`src/rtl/mul_iter.sv`:
```
// Multi-cycle shift-add integer multiplier for MUL/MULH/MULHSU/MULHU.
// Operands are reduced to magnitudes at accept; the sign is applied once in FIX.
module mul_iter #(
  parameter int XLEN           = 32,
  parameter int BITS_PER_CYCLE = 1,
  parameter int TAG_W          = 4
) (
  input  logic             clk,
  input  logic             rst_n,
  input  logic             in_valid,
  output logic             in_ready,
  input  logic [XLEN-1:0]  Vj,
  input  logic [XLEN-1:0]  Vk,
  input  logic [1:0]       Op,
  input  logic [TAG_W-1:0] in_tag,
  input  logic             flush,
  output logic             out_valid,
  input  logic             out_ready,
  output logic [XLEN-1:0]  y,
  output logic [TAG_W-1:0] out_tag
);

  localparam int B  = BITS_PER_CYCLE;
  localparam int N  = XLEN / BITS_PER_CYCLE;
  localparam int CW = $clog2(N + 1);
  localparam int PW = XLEN + BITS_PER_CYCLE;

  typedef enum logic [1:0] {IDLE, CALC, FIX, DONE} state_t;

  state_t              state_reg, state_next;
  logic [XLEN-1:0]     mag_j_reg, mag_j_next;
  logic [XLEN-1:0]     mag_k_reg, mag_k_next;
  logic                neg_reg, neg_next;
  logic [1:0]          op_reg, op_next;
  logic [TAG_W-1:0]    tag_reg, tag_next;
  logic [2*XLEN-1:0]   acc_reg, acc_next;
  logic [CW-1:0]       cnt_reg, cnt_next;
  logic [XLEN-1:0]     y_reg, y_next;
  logic [TAG_W-1:0]    out_tag_reg, out_tag_next;
  logic                out_valid_reg, out_valid_next;

  logic                accept;
  logic                sign_j, sign_k;
  logic [XLEN-1:0]     vj_mag, vk_mag;
  logic [PW-1:0]       pp [B];
  logic [PW-1:0]       psum;
  logic [2*XLEN-1:0]   psum_ext;
  logic [2*XLEN-1:0]   prod;

  assign in_ready  = rst_n && !flush &&
                     (state_reg == IDLE || (state_reg == DONE && out_ready));
  assign accept    = in_valid && in_ready;
  assign out_valid = out_valid_reg;
  assign y         = y_reg;
  assign out_tag   = out_tag_reg;

  assign sign_j = Vj[XLEN-1] && (Op == 2'b01 || Op == 2'b10);
  assign sign_k = Vk[XLEN-1] && (Op == 2'b01);
  assign vj_mag = sign_j ? -Vj : Vj;
  assign vk_mag = sign_k ? -Vk : Vk;

  // One shifted copy of |Vj| per multiplier bit consumed this cycle.
  for (genvar gi = 0; gi < B; gi++) begin : g_pp
    assign pp[gi] = mag_k_reg[gi] ? (PW'(mag_j_reg) << gi) : '0;
  end

  always_comb begin
    psum = '0;
    for (int i = 0; i < B; i++) psum = psum + pp[i];
  end

  // Right-shifting accumulator: each new partial enters at bit XLEN-B and
  // has drifted down to its true weight once all N steps are done.
  assign psum_ext = (2*XLEN)'(psum) << (XLEN - B);
  assign prod     = neg_reg ? -acc_reg : acc_reg;

  always_comb begin
    state_next     = state_reg;
    mag_j_next     = mag_j_reg;
    mag_k_next     = mag_k_reg;
    neg_next       = neg_reg;
    op_next        = op_reg;
    tag_next       = tag_reg;
    acc_next       = acc_reg;
    cnt_next       = cnt_reg;
    y_next         = y_reg;
    out_tag_next   = out_tag_reg;
    out_valid_next = out_valid_reg;

    case (state_reg)
      CALC: begin
        acc_next   = (acc_reg >> B) + psum_ext;
        mag_k_next = mag_k_reg >> B;
        cnt_next   = cnt_reg - CW'(1);
        if (cnt_reg == CW'(1)) state_next = FIX;
      end
      FIX: begin
        y_next         = (op_reg == 2'b00) ? prod[XLEN-1:0] : prod[2*XLEN-1:XLEN];
        out_tag_next   = tag_reg;
        out_valid_next = 1'b1;
        state_next     = DONE;
      end
      DONE: begin
        if (out_ready) begin
          out_valid_next = 1'b0;
          state_next     = IDLE;
        end
      end
      default: ;
    endcase

    // in_ready already restricts this to IDLE or a completing DONE.
    if (accept) begin
      mag_j_next = vj_mag;
      mag_k_next = vk_mag;
      neg_next   = sign_j ^ sign_k;
      op_next    = Op;
      tag_next   = in_tag;
      acc_next   = '0;
      cnt_next   = CW'(N);
      state_next = CALC;
    end

    if (flush) begin
      state_next     = IDLE;
      out_valid_next = 1'b0;
    end
  end

  always_ff @(posedge clk or negedge rst_n) begin
    if (!rst_n) begin
      state_reg     <= IDLE;
      mag_j_reg     <= '0;
      mag_k_reg     <= '0;
      neg_reg       <= 1'b0;
      op_reg        <= '0;
      tag_reg       <= '0;
      acc_reg       <= '0;
      cnt_reg       <= '0;
      y_reg         <= '0;
      out_tag_reg   <= '0;
      out_valid_reg <= 1'b0;
    end else begin
      state_reg     <= state_next;
      mag_j_reg     <= mag_j_next;
      mag_k_reg     <= mag_k_next;
      neg_reg       <= neg_next;
      op_reg        <= op_next;
      tag_reg       <= tag_next;
      acc_reg       <= acc_next;
      cnt_reg       <= cnt_next;
      y_reg         <= y_next;
      out_tag_reg   <= out_tag_next;
      out_valid_reg <= out_valid_next;
    end
  end

endmodule

```
`config.mk`:
```
export PLATFORM = sky130hd
export DESIGN_NAME = mul_iter
export DESIGN_NICKNAME = d
export VERILOG_FILES = /design/src/rtl/mul_iter.sv
export SDC_FILE = /design/constraint.sdc
export NUM_CORES = 1
export LEC_CHECK = 0
export BUFFER_PORTS_ARGS = -buffer_cell sky130_fd_sc_hd__buf_2
export CORE_MARGIN = 5
export CORE_UTILIZATION = 30
export CTS_CLUSTER_SIZE = 10
export DETAILED_ROUTE_END_ITERATION = 8
export GPL_TIMING_DRIVEN = 0
export SYNTH_ARGS = -nofsm -noshare
export SYNTH_HDL_FRONTEND = slang
export SYNTH_SLANG_ARGS = --single-unit
export TNS_END_PERCENT = 100
```
`constraint.sdc`:
```
create_clock -name clk -period 8.4 [get_ports clk]
set_clock_uncertainty 0.15 [all_clocks]
set_input_delay 0.84 -clock clk [delete_from_list [all_inputs] [get_ports clk]]
set_output_delay 0.84 -clock clk [all_outputs]
set_load 0.02 [all_outputs]
```
* Yosys cells after proc, flatten, opt, wreduce, memory -nomap -nowiden
Index checks and enable logic that the tools add are counted.
Widths: inputs -> output; s select.
** Storage, ports and cells
- Bits in registers :: 180
- Input bits :: 75
- Word-level logic and storage cells :: 61
** Operators by class
- Add/sub/neg operators :: 5
- Eq/ne operators :: 9
- Multiplexer cells :: 19
- Bitwise operators :: 1
- Reductions and logical operators :: 16
** Operators by type and width (number)
- $mux 32 :: 6
- $mux 64 :: 3
- $add 63x63->64 :: 1
- $neg 32->32 :: 2
- $neg 64->64 :: 1
- $mux 6 :: 2
- $mux 2 :: 4
- $ne 4x4->1 const B :: 2
- $eq 2x2->1 const B :: 3
- $eq 6x1->1 const B :: 1
- $logic_and 1x1->1 :: 6
- $pmux 2 s3 :: 1
- $sub 6x1->6 const B :: 1
- $reduce_bool 5->1 :: 1
- $eq 2x1->1 const B :: 2
- $logic_not 2->1 :: 2
- $ne 3x3->1 const B :: 1
- $reduce_and 3->1 :: 1
- $reduce_bool 3->1 :: 1
- $logic_or 1x1->1 :: 2
- $mux 1 :: 2
- $pmux 1 s2 :: 1
- $reduce_and 2->1 :: 1
- $reduce_bool 2->1 :: 1
- other kinds (2) :: 2

* Logic depth before layout (Yosys ltp)
Gate-level depths: netlist of run 1.
- Depth in word-level cells :: 7
- Gate-level depth with buffers :: 13

* Least setup slack after synthesis of run 1
OpenSTA, ideal clock, no wires.
- Kind :: register -> register
- Start point :: reg mag_k_reg[0]
- End point :: reg acc_reg[57]
- Library setup time :: 0.131 ns
- Arrival time :: 3.015 ns
- Data required time :: 8.119 ns
- Setup slack :: 5.104 ns
- Cell stages (with the launch flop) :: 14
- Buffers on the path :: 1
- Period minus slack after synthesis :: 3.296 ns
- Cells stage by stage :: dfrtp_1 clkbuf_1 and2_1 ha_1 inv_1 fa_1 nor2b_1 o211ai_1 a211o_1 a21o_1 nor3b_1 o31ai_1 a311o_1 o211ai_1
** On the way
- Longest elaborated chain between the ends :: 4
** Ends and longest elaborated chain
- from (decl) :: line 32 : logic [XLEN-1:0] mag_k_reg, mag_k_next;
- from (signal assigned) :: line 146 : mag_k_reg <= mag_k_next;
- $mux 32 :: line 64 : assign pp[gi] = mag_k_reg[gi] ? (PW'(mag_j_reg) << gi) : '0;
- $add 63x63->64 :: line 92 : acc_next = (acc_reg >> B) + psum_ext;
- $mux 64 :: line 90 : case (state_reg)
- $mux 64 :: line 113 : if (accept) begin
- to (signal assigned) :: line 150 : acc_reg <= acc_next;
- to (decl) :: line 36 : logic [2*XLEN-1:0] acc_reg, acc_next;
Every way passes these cells. The select of a mux whose other input is x is not followed.
A chain may end at the register's enable or synchronous reset.

* Worst setup path in the final report of run 1
- Start point :: reg mag_k_reg[0]
- End point :: reg acc_reg[59]
The elaborated chain is that of the path after synthesis.

==> results.txt, run 1 <==
status: finished, final reports clean
metal2 WL: 16,800 um
Post-CTS Setup Bufs: 0
final hold vios: 0
Peak VDD IR: 0.130 mV
Hold WC Path Type: in2async
fin worst setup slack: 4310 ps
CP startpoint kind: flop
DRT met1 WL: 16,800 um
uppermost layer routed: met4
Reg clk slew, reported paths: 70 ps
CTS root buf: clkbuf_16
Routed wire per std cell: 17.8 um
reg2reg start: mag_k_reg[0]
MaxCap Viol Count: 0
layout cell share with drive strength beyond 1: 10.7%
setup TNS: 0 ps
Inserted Clock Buffers: 17
Most common cell on crit path: o211ai_1
Synth Net Count: 1,491
Initial Util: 30.5%
commonest non-fill, non-tap cell in the layout: nand2_1
Resize count post-CTS: 0
drt initial violations: 761
CTS H-tree lvls: 4
Yosys top cell by area: dfrtp_1
pre-CTS setup slack: 4320 ps
GRT overflow: 0
Routed Wire Length: 36,100 um
WL met3: 1780 um
vias in the first global route: 10.3k
clock buffer depth: 2
vias: 10.6k
Slew Limit Fails: 0
Synth cell types: 67
DRC Markers: 0
slowest cell on the critical path: o31ai_1
antenna cells: 0
CTS hold repair buffers: 0
top cell type's share of synthesized area: 39.0%
P&R area growth vs syn: 15.8%
Antenna Violating Nets Remaining: 0
largest net degree at the start of global routing: 102
Post-synth ARST share: 100%
fin crit share: 48.7%
Avg Inst Size Synth: 8.38 sq um
area of the multi-input gates: 0.00666 sq mm
unrepaired setup endpoints after global routing: false
CP Class: reg2reg
Fin Hold WS: 196 ps
CP Data Arrival Time: 4260 ps
Tmin final: 4090 ps
P_leak: 5.85 nW
cell family with most CP delay: compound AO/OA/AOI/OAI gates
final layout net count: 1,623
DR pass1 iterations: 5
# port buffers: 112
Largest register FFs: 64
WP buf/inv: 2
Post-synth top flop: dfrtp_1
Synth area leaders: dfrtp_1 39%, nand2_1 8.4%, o21ai_0 8.1%, xor2_1 5.8%, xnor2_1 4.9%
storage element area: 0.00450 sq mm
worst relative slew slack: 19.8%
Post-Syn Area: 0.0115 sq mm
post-synthesis sequential area ratio: 39.0%
# fillers: 4,020
most frequent cells in the layout: 257 x nand2_1, 186 x o21ai_0, 180 x dfrtp_1
Die Y: 206 um
number of synthesized register bits: 180
number of synthesized flops with an enable pin: 0
I/O Pins: 113
crit path cell chain: clkbuf_1 > and2_1 > ha_1 > inv_1 > fa_1 > nor2b_1 > o211ai_1 > a211o_1 > a21o_1 > nor3b_1 > o31ai_1 > a311o_1 > o211ai_1
die area: 0.0425 sq mm
Cell Rows: 71
DP HPWL: 28,400 um
Syn Inst Count: 1,377
clock latency on the worst-skew pair: 450 ps
CP Data Required Time: 8570 ps
# setup viols final: 0
total core area: 0.0378 sq mm
crit path capture type: flop
PD cells: 282 mW/mm^2
clock sinks: 180
Cell Count, Final, Fillers Out: 2,033
Vias/cell: 5.22
placed cells: 2,001
global-route wire length before repair: 58,100 um
Setup crit start: mag_k_reg[0]
initial antenna violation count: 0
critical path's largest stage delay: 660 ps
FMAX: 244 MHz
GP Congestion: 0.908
die span in x: 206 um
Ys Warns: 0
gr usage total: 17.2%
actual slew at the worst max-slew pin: 1170 ps
CTS tree: yes
Worst Path Max Fanout: 10
routing by layer:
metal / track usage, % / vias up
met4: 4.75 / 0
li1: - / 5142
met5: 0 / -
met2: 27.6 / 298
met1: 24.5 / 5126
met3: 2.20 / 43
final timing paths:
kind	end	slack, ps	depth (start not counted)
max reg2reg	acc_reg[59]	4310	13
min	y[13]	200	1
min reg2reg	y[13]	320	2
min in group clk	y[13]	320	2
max in group asynchronous	mag_j_reg[12]	6970	2
max	acc_reg[59]	4310	13
report_power, final:
group | internal [mW] | switching (mW) | total [mW]
clock | 0.423 | 0.399 | 0.821
sequential | 1.10 | 0.288 | 1.39
combinational | 0.592 | 0.964 | 1.56
through the flow:
stage	utilization, %	total power, mW	area (sq um)
floorplan	-	2.43	11500
global placement	33.7	2.91	12700
detailed placement	33.8	2.94	12800
CTS	35.3	3.77	13400
global route	35.3	4.04	13400
finish	35.3	3.76	13400
logic make-up (layout without fill, tap and decap cells):
kind of cell | after synthesis | in the layout | synth area share (%)
adder cells (fa/ha/maj) | 39 | 39 | 4.29
XOR/XNOR | 142 | 142 | 10.8
multiplexers | 3 | 3 | 0.260
AND/OR/NAND/NOR | 509 | 509 | 20.4
AO/OA/AOI/OAI | 405 | 405 | 22.0
buffers and inverters | 99 | 244 | 3.28
flip-flops | 180 | 180 | 39.0
cells in the mapped netlist (4+ instances only):
| cell type | instances |
|---|---|
| nand4_1 | 4 |
| o221ai_1 | 15 |
| xor2_1 | 77 |
| nor4_1 | 15 |
| and2_1 | 37 |
| ha_1 | 38 |
| o31ai_1 | 32 |
| a221o_1 | 4 |
| or4_1 | 8 |
| a211oi_1 | 4 |
| o21ai_1 | 6 |
| o21ai_0 | 186 |
| a31oi_1 | 7 |
| nor2_1 | 70 |
| inv_1 | 26 |
| o41ai_1 | 15 |
| or3_1 | 12 |
| dfrtp_1 | 180 |
| nor2b_1 | 10 |
| nand3_1 | 34 |
| xnor2_1 | 65 |
| o211ai_1 | 10 |
| nor3_1 | 25 |
| nand2b_1 | 12 |
| a21o_1 | 10 |
| and3_1 | 7 |
| a21boi_0 | 4 |
| clkbuf_1 | 70 |
| a21oi_1 | 57 |
| a22oi_1 | 23 |
| o21bai_1 | 4 |
| nand2_1 | 257 |
worst reg2reg max path, stage by stage (launching register included):
cell and delay [ps]:
dfrtp_1 450, clkbuf_1 340, and2_1 250, ha_1 220, inv_1 70, fa_1 410
nor2b_1 170, o211ai_1 160, a211o_1 360, a21o_1 200, nor3b_1 160, o31ai_1 670
a311o_1 270, o211ai_1 90
final cells by class:
class | instances | share of cell area, %
timing repair buffer | 113 | 4.47
inverter | 26 | 0.730
clock buffer | 17 | 3.18
tap | 511 | 4.78
buffer | 73 | 2.11
clock inverter | 15 | 1.23
multi-input combinational | 1098 | 49.8
sequential | 180 | 33.7
No activity file was read; power rests on OpenSTA's default activity.
==> run 2: changes to the inputs <==
- clock period: 8.4 -> 3.95 ns (I/O delays scaled with it)
==> run 2 against run 1 <==
Effect of this change:
- via count about the same
- critical path type unchanged
- largest power group unchanged
- wire length increased by 0.32%
- clock power increased by 110%
==> results.txt, run 2 (same netlist as run 1, synthesis figures left out) <==
clock buffer depth: 2
largest net degree at the start of global routing: 102
Vias/cell: 5.20
PD cells: 597 mW/mm^2
CTS tree: yes
GRT overflow: 0
storage element area: 0.00450 sq mm
Seq pwr share: 36.8%
MaxCap Viol Count: 0
Antenna Violating Nets Remaining: 0
DRC Markers: 0
critical path's largest stage delay: 460 ps
DP HPWL: 28,400 um
I/O Pins: 113
Worst Path Max Fanout: 10
Cell Rows: 71
global-route wire length before repair: 58,300 um
net switching power figure: 3.52 mW
CP Data Arrival Time: 3760 ps
P&R area growth vs syn: 16.5%
slowest cell on the critical path: dfrtp_1
gr usage total: 17.3%
final hold vios: 0
worst relative slew slack: 33.0%
layout cell share with drive strength beyond 1: 11.0%
most frequent cells in the layout: 257 x nand2_1, 186 x o21ai_0, 180 x dfrtp_1
total core area: 0.0378 sq mm
actual slew at the worst max-slew pin: 996 ps
Fin Hold WS: 81.7 ps
Most common cell on crit path: o211ai_1
Initial Util: 30.5%
DRT met1 WL: 17,100 um
DR pass1 iterations: 5
worst r2r path cells: 14
Routed wire per std cell: 17.8 um
die area: 0.0425 sq mm
metal2 WL: 16,800 um
worst reg2reg endpoint: acc_reg[59]
crit path capture type: flop
P_leak: 5.89 nW
vias: 10.6k
Largest register FFs: 64
Die Y: 206 um
Int Pwr: 4.50 mW
# setup viols final: 0
Setup crit start: mag_k_reg[0]
cell family with most CP delay: compound AO/OA/AOI/OAI gates
Hold WC Path Type: in2reg
drt initial violations: 752
Cell Count, Final, Fillers Out: 2,040
GP Congestion: 0.908
WP buf/inv: 3
setup TNS: 0 ps
Tmin final: 3580 ps
CP Class: reg2reg
placed cells: 2,001
total power draw: 8.03 mW
area of the multi-input gates: 0.00668 sq mm
vias in the first global route: 10.4k
CP Data Required Time: 4120 ps
antenna cells: 0
CTS H-tree lvls: 4
Peak VDD IR: 0.278 mV
Clk pwr share: 21.8%
final layout net count: 1,630
WL met3: 1610 um
Slew Limit Fails: 0
clock latency on the worst-skew pair: 460 ps
Inserted Clock Buffers: 17
Reg clk slew, reported paths: 70 ps
Critical Path End: acc_reg[59]
FMAX: 279 MHz
uppermost layer routed: met4
commonest non-fill, non-tap cell in the layout: nand2_1
Net Sw Frac: 43.9%
die span in x: 206 um
CTS root buf: clkbuf_16
CP startpoint kind: flop
Crit path depth: 14
crit path cell chain: clkbuf_2 > and2_1 > ha_1 > inv_1 > fa_1 > nor2b_1 > o211ai_1 > a211o_1 > a21o_1 > nor3b_1 > o31ai_2 > buf_4 > a311o_1 > o211ai_1
# port buffers: 112
flop2flop setup slack: 370 ps
unrepaired setup endpoints after global routing: false
Logic pwr share: 41.4%
status: finished, final reports clean
Routed Wire Length: 36,200 um
clock sinks: 180
reg2reg start: mag_k_reg[0]
fin crit share: 90.7%
initial antenna violation count: 0
# fillers: 4,010
==> run 2: cell count changes in the layout (fill, tap and decap cells not counted) <==
cell	before	now
dlygate4sd3_1	0	6
a2111oi_0	2	1
a2111oi_2	0	1
a21boi_0	4	3
a21boi_2	0	1
buf_4	0	1
clkbuf_1	70	69
clkbuf_2	0	1
o31ai_1	32	31
o31ai_2	3	4
==> run 2: cell type report <==
type                       count  area share (%)
tap                          511            4.75
clock inverter                15            1.22
clock buffer                  17            3.16
sequential                   180            33.5
buffer                        73            2.10
multi-input combinational   1098            49.6
inverter                      26           0.725
timing repair buffer         120            4.95
==> run 2: timing repair <==
item,CTS,global route
setup buffers,0,1
pin swaps,0,1
hold buffers,6,0
cloned,0,0
setup endpoints to repair,4,8
resized for setup,2,5
hold endpoints to repair,85,0
==> run 2: worst min path at each step <==
stage / start / to / slack, ps / cells after the start
final: Op[0] / op_reg[0] / 80 / 3
after detailed placement: rst_n / y[13] / 260 / 1
after floorplan: rst_n / acc_reg[0] / -50 / 0
after global placement: mag_j_reg[0] / mag_j_reg[0] / 310 / 2
after global routing: Op[0] / op_reg[0] / 70 / 3
after CTS: Op[0] / op_reg[0] / 60 / 3
==> run 2: tightest hold or removal path, cell delays in order <==
cell and delay, ps:
buf_2 140, nand2_1 70, nand2_1 40
==> run 2: power by group through the flow <==
stage          Combinational, mW  Sequential, mW  Clock, mW
5_1_grt                     3.74            3.02       1.85
4_1_cts                     3.31            2.94       1.78
3_3_place_gp                3.24            2.95          0
3_5_place_dp                3.29            2.97          0
6_report                    3.33            2.95       1.75
2_1_floorplan               2.34            2.83          0
==> run 2: through the flow <==
stage | utilization [%] | cell area (sq um) | setup WS [ps]
CTS | 35.5 | 13400 | 6.66
global placement | 33.7 | 12700 | -1990
finish | 35.6 | 13500 | 366
global route | 35.6 | 13500 | 110
detailed placement | 33.8 | 12800 | -131
floorplan | - | 11500 | 654
==> run 2: layer usage <==
metal / track usage [%] / vias up
met2: 27.8 / 265
met3: 2.20 / 39
met1: 24.5 / 5148
li1: - / 5159
met4: 4.75 / 0
met5: 0 / -
==> run 3: changes to the inputs <==
- CORE_ASPECT_RATIO: unset -> 0.5
- CTS_CLUSTER_DIAMETER: unset -> 80
==> run 3 against run 2 <==
Effect of this change:
- largest power group unchanged
- largest cell class unchanged
- die area rose by 0.56%
- combinational power is 2% higher
- power grew 0.23%
==> results.txt, run 3 (same netlist as run 1, synthesis figures left out) <==
total core area: 0.0377 sq mm
crit path cell chain: clkbuf_2 > and2_1 > ha_1 > inv_1 > fa_1 > nor2b_1 > o211ai_1 > a211o_1 > a21o_1 > nor3b_1 > o31ai_2 > a311o_1 > o211ai_1
global-route wire length before repair: 58,100 um
Net Sw Frac: 44.6%
cell family with most CP delay: compound AO/OA/AOI/OAI gates
unrepaired setup endpoints after global routing: false
critical path's largest stage delay: 500 ps
metal2 WL: 16,700 um
GP Congestion: 0.946
DRT met1 WL: 17,000 um
Inserted Clock Buffers: 17
Reg clk slew, reported paths: 70 ps
Cell Rows: 50
final hold vios: 0
WL met3: 1920 um
Slew Limit Fails: 0
Hold WC Path Type: in2reg
CP startpoint kind: flop
hold path depth: 3
CP Class: reg2reg
worst r2r path cells: 13
FMAX: 270 MHz
Most common cell on crit path: o211ai_1
Peak VDD IR: 0.396 mV
Antenna Violating Nets Remaining: 0
Initial Util: 30.6%
DR pass1 iterations: 7
Worst Path Max Fanout: 10
P_leak: 5.87 nW
P&R area growth vs syn: 16.5%
# setup viols final: 0
vias: 10.7k
CTS tree: yes
Clk pwr share: 21.1%
CP Data Arrival Time: 3870 ps
crit path capture type: flop
die area: 0.0427 sq mm
worst reg2reg endpoint: acc_reg[57]
initial antenna violation count: 6
actual slew at the worst max-slew pin: 913 ps
layout cell share with drive strength beyond 1: 10.9%
storage element area: 0.00450 sq mm
clock buffer depth: 2
fin area: 0.0135 sq mm
slowest cell on the critical path: o31ai_2
Largest register FFs: 64
GRT overflow: 0
DP HPWL: 28,200 um
drt initial violations: 783
final layout net count: 1,629
CTS root buf: clkbuf_16
# port buffers: 112
status: finished, final reports clean
total power draw: 8.05 mW
clock sinks: 180
Seq pwr share: 36.7%
# fillers: 3,953
DRC Markers: 0
Routed wire per std cell: 17.9 um
fin util: 35.7%
Die Y: 149 um
Routed Wire Length: 36,600 um
PD cells: 598 mW/mm^2
clock latency on the worst-skew pair: 450 ps
most frequent cells in the layout: 257 x nand2_1, 186 x o21ai_0, 180 x dfrtp_1
I/O Pins: 113
Min-Delay Startpoint: Op[0]
Vias/cell: 5.22
WP buf/inv: 2
net switching power figure: 3.59 mW
Logic pwr share: 42.1%
uppermost layer routed: met5
flop2flop setup slack: 250 ps
placed inst area: 0.0128 sq mm
Crit path depth: 13
Int Pwr: 4.45 mW
die span in x: 287 um
fin crit share: 93.6%
reg2reg start: mag_k_reg[0]
MaxCap Viol Count: 0
largest net degree at the start of global routing: 96
Hold EP: op_reg[0]
gr usage total: 17.1%
Tmin final: 3700 ps
commonest non-fill, non-tap cell in the layout: nand2_1
CTS H-tree lvls: 4
vias in the first global route: 10.3k
CP Data Required Time: 4130 ps
area of the multi-input gates: 0.00667 sq mm
worst relative slew slack: 38.6%
## run 3: cell types whose count changed in the layout (fill, tap and decap cells not counted), sizes merged
cell,previous run,this run
clkinv,7,5
bufinv,1,0
inv,33,35
buf,117,116
diode,0,2
clkinvlp,0,1
## run 3: layout make-up
| cell class | count | share of cell area, % |
|---|---|---|
| plain buffers | 73 | 2.10 |
| diodes | 2 | 0.0372 |
| well taps | 520 | 4.84 |
| repair buffers | 119 | 4.89 |
| clock inverters | 15 | 1.17 |
| multi-input cells | 1098 | 49.6 |
| flip-flops and latches | 180 | 33.5 |
| inverters | 26 | 0.725 |
| clock buffers | 17 | 3.16 |
## run 3: worst reg2reg max path, stage by stage (launching register included)
cell and delay [ps]:
dfrtp_1 480, clkbuf_2 270, and2_1 170, ha_1 190
inv_1 70, fa_1 400, nor2b_1 170, o211ai_1 140
a211o_1 360, a21o_1 190, nor3b_1 170, o31ai_2 500
a311o_1 240, o211ai_1 90
## run 3: power by group through the flow
stage               Combinational [mW]  Clock [mW]  Sequential, mW
finish                            3.39        1.70            2.96
global route                      3.75        1.82            3.01
global placement                  3.31           0            2.96
CTS                               3.37        1.74            2.93
floorplan                         2.34           0            2.83
detailed placement                3.34           0            2.97
## run 3: what timing repair did
item	in CTS	in global routing
gates resized for setup	2	4
setup endpoints to repair	6	8
endpoints found under the hold margin	91	0
setup buffers	0	0
hold buffers	6	0
## run 3: worst max path at each step
| stage | startpoint | end |
|---|---|---|
| after detailed placement | mag_k_reg[0] | acc_reg[58] |
| after CTS | mag_k_reg[0] | acc_reg[58] |
| final | mag_k_reg[0] | acc_reg[57] |
| after floorplan | mag_k_reg[0] | acc_reg[57] |
| after global routing | mag_k_reg[0] | acc_reg[57] |
| after global placement | rst_n | mag_k_reg[30] |
## run 3: metal layers
metal  track usage (%)  up-vias
li1                  -     5168
met1              23.5     5196
met2              27.3      261
met3              3.34       59
met4              5.54       10
met5                 0        -
## run 3: stage by stage
stage / setup WS [ps] / TNS, ps / instances / hold slack (ps)
5_1_grt: 15.6 / 0 / 2049 / 44.4
3_5_place_dp: -180 / -447 / 2010 / 309
3_3_place_gp: -2140 / -382900 / 2009 / 304
6_report: 252 / 0 / 2050 / 72.2
2_1_floorplan: 654 / 0 / 1377 / -50.6
4_1_cts: 99.5 / 0 / 2048 / 48.6
